--- src/rtl/divider_iter.sv ---
// Iterative restoring divider: one quotient bit per cycle, signed or unsigned, with sign fixup on completion.
// Optional build macro DIVIDER_ITER_EARLY_EXIT_EN finishes in one cycle when |dividend| < |divisor|.
module divider_iter #(
    parameter int WIDTH = 64
) (
    input  logic             clk,
    input  logic             resetn,
    input  logic             valid,
    input  logic             is_signed,
    input  logic [WIDTH-1:0] srca,
    input  logic [WIDTH-1:0] srcb,
    output logic [WIDTH-1:0] quot,
    output logic [WIDTH-1:0] rem,
    output logic             data_ok,
    output logic             busy
);
    // state | meaning
    // IDLE  | waiting for valid; accepts and latches operands
    // BUSY  | one shift-subtract step per cycle, counter counts down to terminal count
    // DONE  | results registered, data_ok pulses, back to IDLE
    localparam logic [1:0] S_IDLE = 2'd0;
    localparam logic [1:0] S_BUSY = 2'd1;
    localparam logic [1:0] S_DONE = 2'd2;

    localparam int CW = $clog2(WIDTH + 1);
    localparam logic [CW-1:0]    CNT_LOAD = CW'(WIDTH);
    localparam logic [CW-1:0]    CNT_ONE  = CW'(1);
    localparam logic [WIDTH-1:0] ONE_W    = {{(WIDTH-1){1'b0}}, 1'b1};

    logic [1:0]       state;
    logic [CW-1:0]    cnt;
    logic [WIDTH-1:0] dvd;
    logic [WIDTH-1:0] prem;
    logic [WIDTH-1:0] dvs;
    logic             neg_q;
    logic             neg_r;

    logic             a_neg, b_neg;
    logic [WIDTH-1:0] a_mag, b_mag;
    logic             early;

    assign a_neg = is_signed & srca[WIDTH-1];
    assign b_neg = is_signed & srcb[WIDTH-1];
    // the most-negative value negates to itself and is read as unsigned 2^(WIDTH-1)
    assign a_mag = a_neg ? (~srca + ONE_W) : srca;
    assign b_mag = b_neg ? (~srcb + ONE_W) : srcb;

`ifdef DIVIDER_ITER_EARLY_EXIT_EN
    assign early = (a_mag < b_mag);
`else
    assign early = 1'b0;
`endif

    // partial remainder gets one extra bit: an unsigned divisor may exceed 2^(WIDTH-1)
    logic [WIDTH:0]   rem_sh;
    logic [WIDTH:0]   diff;
    logic             ge;
    logic [WIDTH-1:0] prem_nx;
    logic [WIDTH-1:0] q_mag;
    logic [WIDTH-1:0] q_fix;
    logic [WIDTH-1:0] r_fix;

    assign rem_sh  = {prem, dvd[WIDTH-1]};
    assign diff    = rem_sh - {1'b0, dvs};
    assign ge      = ~diff[WIDTH];
    assign prem_nx = ge ? diff[WIDTH-1:0] : rem_sh[WIDTH-1:0];
    assign q_mag   = {dvd[WIDTH-2:0], ge};
    assign q_fix   = neg_q ? (~q_mag + ONE_W) : q_mag;
    assign r_fix   = neg_r ? (~prem_nx + ONE_W) : prem_nx;

    always_ff @(posedge clk or negedge resetn) begin
        if (!resetn) begin
            state <= S_IDLE;
            cnt   <= '0;
            dvd   <= '0;
            prem  <= '0;
            dvs   <= '0;
            neg_q <= 1'b0;
            neg_r <= 1'b0;
            quot  <= '0;
            rem   <= '0;
        end else begin
            case (state)
                S_IDLE: begin
                    if (valid) begin
                        dvd   <= a_mag;
                        prem  <= '0;
                        dvs   <= b_mag;
                        neg_q <= a_neg ^ b_neg;
                        neg_r <= a_neg;
                        if (srcb == '0) begin
                            quot  <= '1;
                            rem   <= srca;
                            cnt   <= '0;
                            state <= S_DONE;
                        end else if (early) begin
                            quot  <= '0;
                            rem   <= srca;
                            cnt   <= '0;
                            state <= S_DONE;
                        end else begin
                            cnt   <= CNT_LOAD;
                            state <= S_BUSY;
                        end
                    end
                end
                S_BUSY: begin
                    if (!valid) begin
                        cnt   <= '0;
                        state <= S_IDLE;
                    end else begin
                        dvd  <= q_mag;
                        prem <= prem_nx;
                        cnt  <= cnt - CNT_ONE;
                        if (cnt == CNT_ONE) begin
                            quot  <= q_fix;
                            rem   <= r_fix;
                            state <= S_DONE;
                        end
                    end
                end
                S_DONE: begin
                    state <= S_IDLE;
                end
                default: begin
                    state <= S_IDLE;
                end
            endcase
        end
    end

    assign data_ok = (state == S_DONE);
    assign busy    = (state == S_BUSY);

endmodule

--- config.mk ---
export PLATFORM = sky130hd
export DESIGN_NAME = divider_iter
export DESIGN_NICKNAME = d
export VERILOG_FILES = /design/src/rtl/divider_iter.sv
export SDC_FILE = /design/constraint.sdc
export NUM_CORES = 1
export LEC_CHECK = 0
export BUFFER_PORTS_ARGS = -buffer_cell sky130_fd_sc_hd__buf_4
export CAP_MARGIN = 20
export CORE_MARGIN = 2
export CORE_UTILIZATION = 45
export DETAILED_ROUTE_END_ITERATION = 10
export GPL_TIMING_DRIVEN = 0
export PLACE_DENSITY_LB_ADDON = 0.08
export REMOVE_ABC_BUFFERS = 1
export SYNTH_ARGS = -nofsm -noshare
export SYNTH_HDL_FRONTEND = slang
export SYNTH_SLANG_ARGS = --single-unit
--- constraint.sdc ---
create_clock -name clk -period 6.6 [get_ports clk]
set_input_delay 0.99 -clock clk [delete_from_list [all_inputs] [get_ports clk]]
set_output_delay 0.99 -clock clk [all_outputs]
set_load 0.005 [all_outputs]
==> flow_summary.toml, run 1 <==
[critical_path]
arrival_ns = 6.81
cp-endpoint = "rem[58]$_DFFE_PN0P_"
critPathLaunchType = "register"
crit_start = "prem[44]$_DFFE_PN0P_"
critical-path-slowest-cell = "or4_4"
critical_path_class = "register to register"
end_kind = "register"
required_ns = 7.02
crit_path_max_incr_delay_ns = 0.58
r2r-start = "prem[44]$_DFFE_PN0P_"
r2r_end = "rem[58]$_DFFE_PN0P_"
reg2reg_slack_ns = 0.21
cpMostUsedCell = "a21o_1"
path_max_fanout = 29
r2r_cells = 26

[pwr]
ir_drop_v = 0.0001819
power_density_nw_per_um2 = 283.4
cellLeakagePower_nw = 12.48
p_total_mw = 8.425

[logic_synthesis]
synthCells = 3303
synth.avg_cell_area_um2 = 7.648
synth_edf_count = 0
syn_area_um2 = 25260
yosysWarnings = 0
yosysUniqueCellTypes = 90
yosys_register_bits = 331
yosysSeqAreaShare = 0.3279
async_flop_share = 1.000
ys.flop_type = "dfrtp_1"

[status]
status = "completed"

[clocking]
clkTransAtPathRegs_ns = 0.06
htree_levels = 2
numCtsBuffers = 41
clockRootBuffer = "clkbuf_16"
worstSkewPairLatency_ns = 0.59
clock_sinks = 331
cts_buffer_depth = 3
hold_buffers = 0
cts_tree = "done"

[route]
vias = 25190
vias_per_cell = 5.967
drc = 0
ant_nets = 0
drt_iter0_markers = 2170
first_pass_iters = 6
wl_per_cell_um = 20.75
wirelength_um = 87620

[sta]
setup_viol = 0
tightest_slew_ns = 1.104
slew_headroom = 0.2590
final_max_slew_viol_count = 0
rsz0062_at_grt = "false"
min_period_ns = 6.387
finalCritPeriodShare = 0.9677
fin_skew_ns = 0.02378
hold_viol = 0
max_freq_mhz = 156.6

[die]
core_area_um2 = 55310
dieArea_um2 = 58050
io_pins = 262
fp.dieH_um = 240.9
die_w_um = 240.9
initial_core_util = 0.4567
num_rows = 86

[layout]
layout-drive-gt1-share = 0.1313
n_antenna_cell = 0
nFillCells = 5363
areaGrowthSynthToFinish_pct = 17.67
fin_util = 0.5374
fin_nets = 3650

[job]
drv_cap = 0

[global_route]
grt_usage = 0.2957
grt_pass1_vias = 23240
antenna_found_initial = 1
grt_max_degree = 128
grt.overflow.total = 0
grt_pass1_wl_um = 134900

[worst_hold_path]
hold_path_class = "input port to asynchronous set/reset pin"

[place]
dp_hpwl_um = 66790
finalWeightedCongestion = 0.9491
io_buffer_count = 261
## flip-flops by register name, summed over array words and instances, names as in the netlist
signal  count
state       2
quot       64
prem       64
rem        64
neg_q       1
cnt         7
dvs        64
dvd        64
neg_r       1
## what timing repair did
action,in CTS,in global routing
buffers inserted,9,3
endpoints found under the setup margin,46,19
cloned,0,1
resized for setup,29,23
pin swaps,8,6
## critical path, delay by kind of cell (launching register included)
family          cells  cell delay, ns
buf+inv             4            0.71
flops               1            0.51
simple gates        9            1.89
xor+xnor            1            0.16
compound gates     10            2.30
fa+ha+maj           2            0.62
## cell usage in the layout, fill, tap and decap left out, types with 73 or more instances in the layout
cell type,n
xnor2_1,116
dfrtp_1,325
inv_1,88
a21oi_1,317
xor2_1,147
nor3_1,73
o21ai_0,368
buf_4,272
nor2_1,346
nand2_1,432
## power breakdown
| part | internal (mW) | switching, mW |
|---|---|---|
| combinational | 1.34 | 1.76 |
| clock | 1.39 | 0.929 |
| sequential | 2.56 | 0.448 |
| total | 5.29 | 3.13 |
## synth_stat cells, types with 61 or more instances
cell type	instances	share of area
nand2_1	434	0.064
o21ai_0	370	0.073
nor2_1	348	0.052
dfrtp_1	331	0.33
a21oi_1	322	0.064
clkbuf_1	156	0.023
xor2_1	147	0.051
xnor2_1	116	0.040
inv_1	90	0.013
nor3_1	75	0.015
ha_1	70	0.035
a31oi_1	61	0.015
## through the flow
stage / instances / setup TNS (ns) / hold slack, ns / worst slack (ns) / cell area (µm²)
floorplan: 3105 / -54.81 / 0.4498 / -1.660 / 24490
global placement: 4114 / -943.37 / 0.4650 / -5.567 / 27390
detailed placement: 4136 / -45.31 / 0.4712 / -1.911 / 27930
CTS: 4215 / 0 / 0.4469 / 0.007258 / 29510
global route: 4222 / 0 / 0.4951 / 0.01258 / 29720
finish: 4222 / 0 / 0.4229 / 0.2135 / 29720
## metal layers
layer  part of all wire  track usage
met3              0.070      0.04003
met1               0.47       0.4378
met5            0.00014            0
met4              0.026      0.08642
met2               0.44       0.4476
## layout make-up
cell class / instances / area (µm²) / area share
sequential: 331 / 8290 / 0.2789
multi-input combinational: 2683 / 16140 / 0.5431
tap: 748 / 935.9 / 0.03149
inverter: 91 / 356.6 / 0.01200
clock inverter: 12 / 180.2 / 0.006061
timing repair buffer: 299 / 2616 / 0.08802
clock buffer: 58 / 1201 / 0.04041
## kinds of logic (layout without fill, tap and decap cells)
logic type	after synthesis	in the layout	synth area share
buffers and inverters	289	460	0.04388
flip-flops	331	331	0.3279
multiplexers	60	60	0.02392
XOR/XNOR	263	263	0.09118
AO/OA/AOI/OAI	1049	1049	0.2474
adder cells (fa/ha/maj)	71	71	0.03546
AND/OR/NAND/NOR	1240	1240	0.2303
## worst min path at each step
stage / endpoint / slack, ns / from
after global routing: dvs[9]$_DFFE_PN0P_ / 0.50 / resetn
after global placement: rem[3]$_DFFE_PN0P_ / 0.47 / rem[3]$_DFFE_PN0P_
after CTS: dvs[9]$_DFFE_PN0P_ / 0.45 / resetn
final: dvs[9]$_DFFE_PN0P_ / 0.42 / resetn
after floorplan: dvs[10]$_DFFE_PN0P_ / 0.45 / dvs[10]$_DFFE_PN0P_
after detailed placement: dvs[2]$_DFFE_PN0P_ / 0.47 / dvs[2]$_DFFE_PN0P_
Power figures use the tool's default switching activity.
==> run 2, diff against run 1 <==
==> constraint.sdc (replaced) <==
create_clock -name clk -period 8 [get_ports clk]
set_input_delay 0.4 -clock clk [delete_from_list [all_inputs] [get_ports clk]]
set_output_delay 0.4 -clock clk [all_outputs]
set_load 0.005 [all_outputs]
==> run 2 against run 1 <==
Sequential power down 18%; first-iteration DRC count fell by 4.1%; flip-flop and latch count unchanged; fmax down 17%; utilization decreased by 0.53 points; clock power is 18% lower; setup slack better by 0.12 ns; count of clock-buffer cells in the layout stayed put; routed wire length is 0.84% lower; combinational power decreased by 18%; register-to-register slack better by 0.12 ns; critical endpoint is now rem[60]$_DFFE_PN0P_.
==> flow_summary.toml, run 2 (synthesized netlist as in run 1, its figures left out) <==
[status]
status = "completed"

[clocking]
htree_levels = 2
clockRootBuffer = "clkbuf_16"
cts_buffer_depth = 3
cts_tree = "done"
worstSkewPairLatency_ns = 0.59
numCtsBuffers = 41
clkTransAtPathRegs_ns = 0.06
clock_sinks = 331

[route]
drc = 0
first_pass_iters = 8
ant_nets = 0
vias = 25140
wl_per_cell_um = 20.63
vias_per_cell = 5.971
drt_iter0_markers = 2082
wirelength_um = 86890

[critical_path]
end_kind = "register"
required_ns = 8.42
path_max_fanout = 29
arrival_ns = 8.09
critical_path_class = "register to register"
critPathLaunchType = "register"

[pwr]
cellLeakagePower_nw = 12.40
ir_drop_v = 0.0001497
power_density_nw_per_um2 = 235.1

[sta]
finalWorstSetupSlack_ns = 0.3336
min_period_ns = 7.666
fin_skew_ns = 0.02583
slew_headroom = 0.2896
finalCritPeriodShare = 0.9583
max_freq_mhz = 130.4
setup_viol = 0
final_max_slew_viol_count = 0
rsz0062_at_grt = "false"
tightest_slew_ns = 1.058
hold_viol = 0

[place]
place_area_um2 = 27930
place_ws_ns = -0.5113
io_buffer_count = 261
dp_hpwl_um = 66790
place_inst = 4136
finalWeightedCongestion = 0.9491

[global_route]
grt_usage = 0.2932
grt_pass1_vias = 23140
grt_pass1_wl_um = 133900
grt.overflow.total = 0
antenna_found_initial = 0
grt_max_degree = 128

[layout]
final_cell_mix = "432 x nand2_1, 370 x o21ai_0, 346 x nor2_1, 327 x dfrtp_1, 321 x a21oi_1"
layout-drive-gt1-share = 0.1204
n_antenna_cell = 0
mostFrequentLayoutCell = "nand2_1"
stdcell_count = 4211
fin_nets = 3639
areaGrowthSynthToFinish_pct = 16.51
final_area_um2 = 29430
fin_util = 0.5322

[job]
drv_cap = 0

[die]
die_w_um = 240.9
dieArea_um2 = 58050
io_pins = 262
core_area_um2 = 55310
initial_core_util = 0.4567
fp.dieH_um = 240.9
num_rows = 86

[worst_hold_path]
hold_path_class = "input port to register"
## run 2: cell count changes in the layout (fill, tap and decap cells not counted), moves of 4 or more
cell     previous run  this run
a21oi_4             4         0
buf_4             272       261
a21oi_1           317       321
ha_1               64        70
ha_2                6         0
## run 2: what timing repair did
action                                 4_1_cts  5_1_grt
setup buffers                                0        1
setup endpoints to repair                   13       14
endpoints found under the hold margin       96        0
pin swaps                                    0        1
gates cloned                                 0        0
gates resized for setup                      3        8
hold buffers                                 1        0
## run 2: final cells by class
| class | count | area (µm²) |
|---|---|---|
| fill | 5413 | 25870 |
| multi-input combinational | 2683 | 15960 |
| sequential | 331 | 8288 |
| timing repair buffer | 288 | 2519 |
| clock buffer | 58 | 1201 |
| tap | 748 | 935.9 |
| inverter | 91 | 351.6 |
| clock inverter | 12 | 180.2 |
## run 2: worst paths after layout
| kind | cells past startpoint | start | slack [ns] | end |
|---|---|---|---|---|
| setup reg to reg | 26 | prem[34]$_DFFE_PN0P_ | 0.33 | rem[60]$_DFFE_PN0P_ |
| hold / removal | 3 | srcb[1] | 0.09 | dvs[1]$_DFFE_PN0P_ |
| setup / recovery | 26 | prem[34]$_DFFE_PN0P_ | 0.33 | rem[60]$_DFFE_PN0P_ |
| max in group asynchronous | 3 | resetn | 6.45 | quot[55]$_DFFE_PN0P_ |
| min in group asynchronous | 2 | resetn | 0.43 | dvs[9]$_DFFE_PN0P_ |
| hold reg to reg | 2 | dvs[2]$_DFFE_PN0P_ | 0.48 | dvs[2]$_DFFE_PN0P_ |
## run 2: report_power, final
group	internal, mW	switching [mW]	leakage [nW]
clock network	1.15	0.766	0.672
logic	1.09	1.43	7.59
registers	2.11	0.368	4.13
## run 2: worst max-delay path: stages (launching register included)
cell	delay [ns]
dfrtp_1	0.49
ha_1	0.50
a21oi_1	0.30
o21ai_1	0.22
a21oi_2	0.33
o211ai_1	0.27
a2111o_1	0.60
nor3_4	0.36
buf_6	0.24
nor2_4	0.10
buf_12	0.20
inv_4	0.30
nor2_1	0.07
a21oi_1	0.32
ha_1	0.27
nand2_1	0.07
or3_1	0.35
nor3_1	0.22
nand4b_1	0.25
nor4b_1	0.43
a41oi_2	0.35
nor4_2	0.34
buf_4	0.17
nand4_1	0.12
o21ai_0	0.28
xnor2_1	0.20
o22ai_1	0.12
## run 2: stage by stage
step	hold WS (ns)	setup TNS (ns)	power, mW
3_5_place_dp	0.4712	-3.301	5.002
2_1_floorplan	0.1044	-1.143	3.842
3_3_place_gp	0.4650	-577.76	4.937
4_1_cts	0.06092	0	6.943
6_report	0.08951	0	6.920
5_1_grt	0.1022	0	7.370
## run 2: per-layer routing
metal	vias to the layer above	part of all wire	track usage
li1	12140	-	-
met1	12040	0.47	0.4396
met2	845	0.44	0.4465
met3	109	0.066	0.03340
met4	0	0.022	0.07594
met5	-	0	0
